**config.mk**
```make
export PLATFORM = sky130hd
export DESIGN_NAME = lq_agen_ea_pipe
export DESIGN_NICKNAME = d
export VERILOG_FILES = /design/src/rtl/lq_agen_pkg.sv /design/src/rtl/lq_agen_csmux.sv /design/src/rtl/lq_agen_ea_pipe.sv
export SDC_FILE = /design/constraint.sdc
export NUM_CORES = 1
export LEC_CHECK = 0
export CAP_MARGIN = 10
export CORE_AREA = 10 10 165 167
export CTS_CLUSTER_DIAMETER = 30
export CTS_CLUSTER_SIZE = 8
export DETAILED_ROUTE_END_ITERATION = 6
export DIE_AREA = 0 0 175 177
export DONT_BUFFER_PORTS = 1
export PLACE_DENSITY = 0.7
export SKIP_CTS_REPAIR_TIMING = 1
export SYNTH_ARGS = -nofsm -noshare
export SYNTH_HDL_FRONTEND = slang
export SYNTH_SLANG_ARGS = --single-unit
```
**constraint.sdc**
```tcl
create_clock -name clk -period 7.6 [get_ports clk]
set_input_delay 1.14 -clock clk [delete_from_list [all_inputs] [get_ports clk]]
set_output_delay 1.14 -clock clk [all_outputs]
set_load 0.02 [all_outputs]
```
**src/rtl/lq_agen_pkg.sv**
```systemverilog
// Shared definitions for the load/store queue AGEN effective-address pipe.
// Holds the datapath geometry, the itag width, the EX1 register bundle and
// a byte-extraction helper that hides the big-endian byte numbering.
package lq_agen_pkg;

  localparam int unsigned LQ_AGEN_BYTES    = 8;
  localparam int unsigned LQ_AGEN_EA_WIDTH = 64;
  localparam int unsigned LQ_AGEN_ITAG_WIDTH = 7;

  // EX1 register bundle; array index i is architectural byte i (byte 0 = MSB)
  typedef struct packed {
    logic [LQ_AGEN_BYTES-1:0][7:0]   s0;
    logic [LQ_AGEN_BYTES-1:0][7:0]   s1;
    logic [LQ_AGEN_BYTES-1:0]        g;
    logic [LQ_AGEN_BYTES-1:0]        p;
    logic                            cm;
    logic [LQ_AGEN_ITAG_WIDTH-1:0]   itag;
  } lq_agen_ex1_t;

  // Architectural byte i of a 64-bit word held as [63:0]; byte 0 is bits 63:56
  function automatic logic [7:0] lq_agen_byte(input logic [LQ_AGEN_EA_WIDTH-1:0] word,
                                              input int unsigned idx);
    return word[(LQ_AGEN_BYTES - 1 - idx) * 8 +: 8];
  endfunction

endpackage

```
**src/rtl/lq_agen_csmux.sv**
```systemverilog
// Byte carry-select mux for the AGEN path.
// Ports:
//   sum0  in  8  byte sum assuming carry-in 0
//   sum1  in  8  byte sum assuming carry-in 1
//   ci_b  in  1  active-low carry into this byte
//   res_c out 8  selected byte (combinational)
module lq_agen_csmux (
  input  logic [7:0] sum0,
  input  logic [7:0] sum1,
  input  logic       ci_b,
  output logic [7:0] res_c
);

  assign res_c = ci_b ? sum0 : sum1;

endmodule

```
**src/rtl/lq_agen_ea_pipe.sv**
```systemverilog
// Two-stage pipelined effective-address generator.
// EX0 -> EX1 registers per-byte conditional sums and byte generate/propagate;
// EX1 -> EX2 resolves the inter-byte carries and selects each byte.
// Ports:
//   clk, rst            clock, synchronous active-high reset
//   ex0_vld/ex0_rdy     EX0 handshake (ex0_rdy = ~ex2_hold, combinational)
//   ex0_base/ex0_offset 64-bit operands, ex0_cm (1 = 64-bit mode), ex0_itag
//   ex2_hold            downstream stall, freezes EX1 and EX2
//   flush               kills all in-flight ops
//   ex2_vld/ex2_ea/ex2_itag/ex2_co64/ex2_co32  registered EX2 results
module lq_agen_ea_pipe
  import lq_agen_pkg::*;
(
  input  logic        clk,
  input  logic        rst,
  input  logic        ex0_vld,
  output logic        ex0_rdy,
  input  logic [63:0] ex0_base,
  input  logic [63:0] ex0_offset,
  input  logic        ex0_cm,
  input  logic [6:0]  ex0_itag,
  input  logic        ex2_hold,
  input  logic        flush,
  output logic        ex2_vld,
  output logic [63:0] ex2_ea,
  output logic [6:0]  ex2_itag,
  output logic        ex2_co64,
  output logic        ex2_co32
);

  lq_agen_ex1_t                 ex0_bundle;
  lq_agen_ex1_t                 ex1_q;
  logic                         ex1_vld;
  logic                         accept;
  logic [LQ_AGEN_BYTES-1:0]     carry;
  logic                         co64_c;
  logic                         co32_c;
  logic [LQ_AGEN_BYTES-1:0][7:0] sel_byte;
  logic [LQ_AGEN_EA_WIDTH-1:0]  ea_c;

  assign ex0_rdy = ~ex2_hold;
  assign accept  = ex0_vld & ~ex2_hold & ~flush;

  // EX0: per-byte conditional sums; p is taken on the sum so g and p never overlap
  always_comb begin
    logic [8:0] sum9;
    ex0_bundle = '0;
    sum9       = '0;
    for (int unsigned i = 0; i < LQ_AGEN_BYTES; i++) begin
      sum9 = {1'b0, lq_agen_byte(ex0_base, i)} + {1'b0, lq_agen_byte(ex0_offset, i)};
      ex0_bundle.s0[i] = sum9[7:0];
      ex0_bundle.s1[i] = sum9[7:0] + 8'd1;
      ex0_bundle.g[i]  = sum9[8];
      ex0_bundle.p[i]  = (sum9[7:0] == 8'hFF);
    end
    ex0_bundle.cm   = ex0_cm;
    ex0_bundle.itag = ex0_itag;
  end

  // EX1 register: flush beats hold, hold freezes, otherwise load on accept
  always_ff @(posedge clk) begin
    if (rst) begin
      ex1_vld <= 1'b0;
      ex1_q   <= '0;
    end else if (flush) begin
      ex1_vld <= 1'b0;
    end else if (!ex2_hold) begin
      ex1_vld <= accept;
      if (accept) begin
        ex1_q <= ex0_bundle;
      end
    end
  end

  // EX1: ripple carries from byte 7 (LSB) up to byte 0; a local running carry
  // keeps the chain free of self-referencing vector bits
  always_comb begin
    logic cin;
    carry = '0;
    cin   = 1'b0;
    for (int i = LQ_AGEN_BYTES - 1; i >= 0; i--) begin
      carry[i] = cin;
      cin      = ex1_q.g[i] | (ex1_q.p[i] & cin);
    end
    co64_c = cin;
    co32_c = carry[3];
  end

  // EX1: one carry-select mux per byte
  for (genvar gi = 0; gi < LQ_AGEN_BYTES; gi++) begin : g_csmux
    lq_agen_csmux u_csmux (
      .sum0  (ex1_q.s0[gi]),
      .sum1  (ex1_q.s1[gi]),
      .ci_b  (~carry[gi]),
      .res_c (sel_byte[gi])
    );
  end

  // Reassemble bytes into the big-endian word; 32-bit mode clears the upper word
  always_comb begin
    ea_c = '0;
    for (int unsigned i = 0; i < LQ_AGEN_BYTES; i++) begin
      ea_c[(LQ_AGEN_BYTES - 1 - i) * 8 +: 8] = sel_byte[i];
    end
    if (!ex1_q.cm) begin
      ea_c[63:32] = 32'h0;
    end
  end

  // EX2 register
  always_ff @(posedge clk) begin
    if (rst) begin
      ex2_vld  <= 1'b0;
      ex2_ea   <= '0;
      ex2_itag <= '0;
      ex2_co64 <= 1'b0;
      ex2_co32 <= 1'b0;
    end else if (flush) begin
      ex2_vld <= 1'b0;
    end else if (!ex2_hold) begin
      ex2_vld  <= ex1_vld;
      ex2_ea   <= ea_c;
      ex2_itag <= ex1_q.itag;
      ex2_co64 <= co64_c;
      ex2_co32 <= co32_c;
    end
  end

endmodule

```
== Yosys cells after proc, flatten, opt, wreduce, memory -nomap -nowiden ==
Index checks and enable logic that the tools add are counted.
Word-level totals
  bits in registers: 218
  bits in latches: 0
  bits in writable memories: 0
  ROM bits: 0
  input port bits: 141
  output and inout bits: 75
  logic and storage cells: 76
  memories: 0
Operators by class
  add/subtract/negate cells: 15
  multipliers: 0
  div/mod/pow operators: 0
  $lt $le $gt $ge: 0
  eq/ne operators: 7
  shift-type cells: 0
  muxes and demuxes: 8
  bitwise logic cells: 18
  reductions and logical operators: 3
Operator list (count)
  $add 8x8->9: 8
  $add 8x1->8 const B: 7
  $eq 8x8->1 const B: 7
  $mux 8: 7
  $mux 32: 1
  $and 1x1->1: 9
  $or 1x1->1: 7
  $reduce_and 3->1: 1
  $not 1->1: 2
  $reduce_and 2->1: 1
  $reduce_or 2->1: 1

== Longest topological paths before layout ==
  word-level depth: 14
  mapped depth: 9
  mapped depth without buffers: 9

== Modules after synthesis ==
A second synthesis with hierarchy kept.
Second synthesis, totals
  cell total of the unflattened synthesis: 1392
  area, all modules: 11936.4 um^2
Modules (own cells, without submodules)
  lq_agen_ea_pipe: times used 1, cells each 1320, area an instance 10885.4 um^2, seq. area each 4524.3 um^2
  lq_agen_csmux: times used 8, cells each 9, area an instance 131.4 um^2, seq. area each 0.0 um^2

== Least setup slack after synthesis ==
Ideal clock, no wire load.
  path kind: input-to-reg
  from: input port ex0_base[56]
  to: register ex1_q[31] (netlist name)
  setup time: 117 ps
  data arrival time: 3158 ps
  data required time: 7483 ps
  setup slack: 4325 ps
  stages on the path: 9
  path buffers: 0
  cells stage by stage: ha_1 inv_1 fa_1 nor2b_4 o31ai_1 xnor2_1 nand3_2 or4_1 a32o_1
On the way
  word-level cells in the longest chain between the ends: 2
Ends and longest elaborated chain
  from (decl): line lq_agen_ea_pipe.sv:18  | input logic [63:0] ex0_base,
  $add 8x8->9: line lq_agen_ea_pipe.sv:50  | sum9 = {1'b0, lq_agen_byte(ex0_base, i)} + {1'b0, lq_agen_byte(ex0_offset, i)};
  $add 8x1->8: line lq_agen_ea_pipe.sv:52  | ex0_bundle.s1[i] = sum9[7:0] + 8'd1;
  to (signal assigned): line lq_agen_ea_pipe.sv:70  | ex1_q <= ex0_bundle;
  to (decl): line lq_agen_ea_pipe.sv:32  | lq_agen_ex1_t ex1_q;
Every way passes these cells.
A chain may end at the register's enable or synchronous reset.

== Worst setup path after layout ==
  from: input port ex2_hold
  to: register ex1_q[48] (netlist name)
On the way
  word-level cells in the longest chain between the ends: 4
Ends and longest elaborated chain
  from (decl): line lq_agen_ea_pipe.sv:22  | input logic ex2_hold,
  $not 1->1 (no line) (*)
  $and 1x1->1 (2 in series): line lq_agen_ea_pipe.sv:42  | assign accept = ex0_vld & ~ex2_hold & ~flush;
  $reduce_and 3->1 (no line) (*)
Mark *: on every way between the ends. The rest lies on a longest branch, timed or not.

==> impl_metrics.json <==
{
  "design.portCount": 216,
  "drc_violation_count_after_routing": 0,
  "synth_compound_gate_area_share": 0.2013,
  "synthAdderAreaFrac": 0.09421,
  "timing.max_cap.violations": 0,
  "worstMarginPinSlew_ns": 1.006,
  "wl_per_cell_um": 17.35,
  "gr-total-overflow": 0,
  "postSynthRegisterBits": 218,
  "drc_marker_count_from_the_first_detailed_route_iteration": 576,
  "number_of_flops_mapped_to_enable_cells_by_yosys": 0,
  "critical_path_peak_fanout": 96,
  "fin_worst_skew_ns": 0.01799,
  "worst-setup-path-type": "input port to flip-flop",
  "timing_hold_violations_final": 0,
  "top_cell_by_count_worst_path": "buf_4",
  "met3_length_um": 2044,
  "area.growth.synth_to_final_pct": 15.72,
  "postRouteWirelength_um": 28380,
  "power.density_nw_per_um2": 287.1,
  "final.setup.tns_ns": 0,
  "clockBufferDepth": 3,
  "headroom_to_the_max_slew_limit": 0.3283,
  "num-fill-cells": 2221,
  "min_period_over_period": 0.4674,
  "grt_first_pass_wirelength_um": 45920,
  "critPathSlowestCell": "buf_4",
  "yosys.cell_types.count": 64,
  "highest-signal-layer": "met4",
  "timing.final.setup_violations": 0,
  "synth_top_cell_area_share": 0.3921,
  "initial_util": 0.4644,
  "detail_route.first_pass.iterations": 5,
  "post_synth_main_area_contributors": "dfxtp_1 39%, ha_1 8.0%, nand2_1 7.3%, a211oi_1 5.0%, nor2_1 4.8%",
  "synth_seq_area_share": 0.3921,
  "ys_warn_count": 0,
  "worst_setup_path_end_kind": "flip-flop",
  "total_leakage_power_nw": 4.846,
  "required_ns": 7.99,
  "routedLengthMet1_um": 12540,
  "floorplan.rows": 57,
  "cts.htree.levels": 2,
  "routed_via_density": 5.550,
  "drive_gt1_frac": 0.08537,
  "path_delay_family": "buffers and inverters",
  "ctsRootBufferMaster": "clkbuf_16",
  "fmax_ghz": 0.2815,
  "post_synth_most_frequent_cells": "218 x dfxtp_1, 217 x nand2_1, 141 x nor2_1, 94 x a21oi_1, 74 x a211oi_1",
  "tritoncts_num_sinks": 218,
  "num-nets-final": 1504,
  "die-area_um2": 30980,
  "vias_in_the_first_global_route": 8972,
  "power.total_w": 0.003697,
  "yosys.area_share.simple": 0.1754,
  "antenna-diode-count": 0,
  "cp.arrival_ns": 3.94,
  "status": "completed",
  "grt_start_max_net_pins": 187,
  "grt_antenna_before_repair": 0,
  "cts_buffers": 45,
  "irDropWorstVdd_mv": 0.1507,
  "syn_area_um2": 11130,
  "ffs_w_async_s_r_synth": 0,
  "netlist_instances": 1299,
  "worstPathCellList": "nor2_4 > buf_4 > and2_4 > buf_4 > nand2_1 > o21ai_0 > nor2_1",
  "placement.io_buffers": 0,
  "drtAntennaViolNets": 0,
  "clk_pin_slew_ns": 0.05,
  "via_count": 9079,
  "timing.critical_path.buf_inv": 2,
  "detailedPlacementHpwl_um": 19520,
  "syn-mean-instance-area_um2": 8.568,
  "floorplan.die.height_um": 177,
  "ys_dominant_reg_cell": "dfxtp_1",
  "die_width_um": 175,
  "groute.usage.overall": 0.1768,
  "maxSlewViolCount": 0,
  "post-synth-top-count-cell": "dfxtp_1",
  "hold_path_class": "flip-flop to flip-flop",
  "synth_xor_xnor_area_share": 0.05587,
  "met2WireLength_um": 13360,
  "slowest_stage_delay_cp_ns": 0.83,
  "worst_skew_pair.late_latency_ns": 0.51,
  "syn_nets": 1519,
  "final_period_demand_of_the_worst_path_ns": 3.552,
  "grt_setup_unrepaired": "no",
  "tritoncts": "yes",
  "routabilityCongestion": 0.8181,
  "synth_top_area_cell": "dfxtp_1",
  "synth_top_family_by_area": "compound AO/OA/AOI/OAI gates",
  "type_of_element_launching_the_critical_path": "input port",
  "synth_mux_area_frac": 0.04677,
  "core_outline_area_um2": 23960
}
==> power by group <==
| group | internal (W) | switching, W |
|---|---|---|
| Clock | 0.00141 | 0.000589 |
| Combinational | 0.000192 | 0.000270 |
| Sequential | 0.00119 | 0.0000415 |
==> metal layers <==
| layer | GRT usage | up-vias |
|---|---|---|
| li1 | - | 4579 |
| met4 | 0.04875 | 0 |
| met2 | 0.2960 | 235 |
| met5 | 0 | - |
| met1 | 0.2171 | 4237 |
| met3 | 0.05227 | 28 |
==> flip-flops by register name, indices dropped and copies added (netlist names) <==
signal and count:
ex1_q 142, ex1_vld 1, ex2_ea 64, ex2_vld 1, ex2_co64 1, ex2_co32 1
carry 1, ex2_itag 7
==> cells by family after synthesis <==
kind of cell / after synthesis
buffers and inverters: 98
muxes: 51
AOI/OAI and AO/OA: 328
and+or+nand+nor: 454
DFF: 218
xor gates and xnor gates: 71
adders and majority gates: 79
==> cells in the final DEF (no fill, tap or decap), types with 6 or more instances in the layout <==
cell type,count
dfxtp_1,218
nand2_1,216
nor2_1,138
a21oi_1,94
a211oi_1,74
ha_1,71
o21ai_0,51
xnor2_1,48
clkbuf_16,45
mux2i_1,43
inv_1,31
xor2_1,23
a21o_1,17
o31ai_1,17
nand4_1,13
o21a_1,11
and3_1,11
nand3_1,10
a22oi_1,9
or3_1,9
bufinv_16,9
and2_1,8
mux2_2,8
a311oi_1,8
nor3_1,8
fa_1,8
clkinv_2,8
or2_2,7
nor2b_1,6
or4_1,6
a32o_1,6
==> per-stage QoR <==
step / area (um^2) / hold WS (ns) / setup WS (ns) / util / cells
after floorplan: 11130 / 0.4186 / 4.325 / - / 1299
after CTS: 12880 / 0.4463 / 4.088 / 0.5374 / 1636
final: 12880 / 0.4492 / 4.048 / 0.5374 / 1636
after detailed placement: 11330 / 0.4381 / 3.558 / 0.4728 / 1561
after global routing: 12880 / 0.4653 / 3.739 / 0.5374 / 1636
after global placement: 11330 / 0.4341 / 3.594 / 0.4728 / 1561
==> worst paths after layout <==
| path | from | cells after the start | endpoint | slack, ns |
|---|---|---|---|---|
| max | ex2_hold | 7 | ex1_q[48] | 4.05 |
| min | ex1_q[2] | 2 | ex2_itag[2] | 0.45 |
| max reg2reg | carry[6] | 6 | ex2_ea[54] | 4.90 |
| min reg2reg | ex1_q[2] | 2 | ex2_itag[2] | 0.45 |
==> tightest hold or removal path, delay by kind of cell (launching register included) <==
family	cells	cell delay, ns
flops	1	0.30
simple gates	1	0.05
compound gates	1	0.05
==> area by class of cell <==
cell class	count	area (um^2)	share of cell area
inverter	31	116.4	0.009035
clock buffer	52	1192	0.09259
multi-input combinational	983	6406	0.4974
timing repair buffer	5	37.54	0.002915
sequential	218	4364	0.3389
clock inverter	23	356.6	0.02769
tap	324	405.4	0.03148
Power figures use the tool's default switching activity.
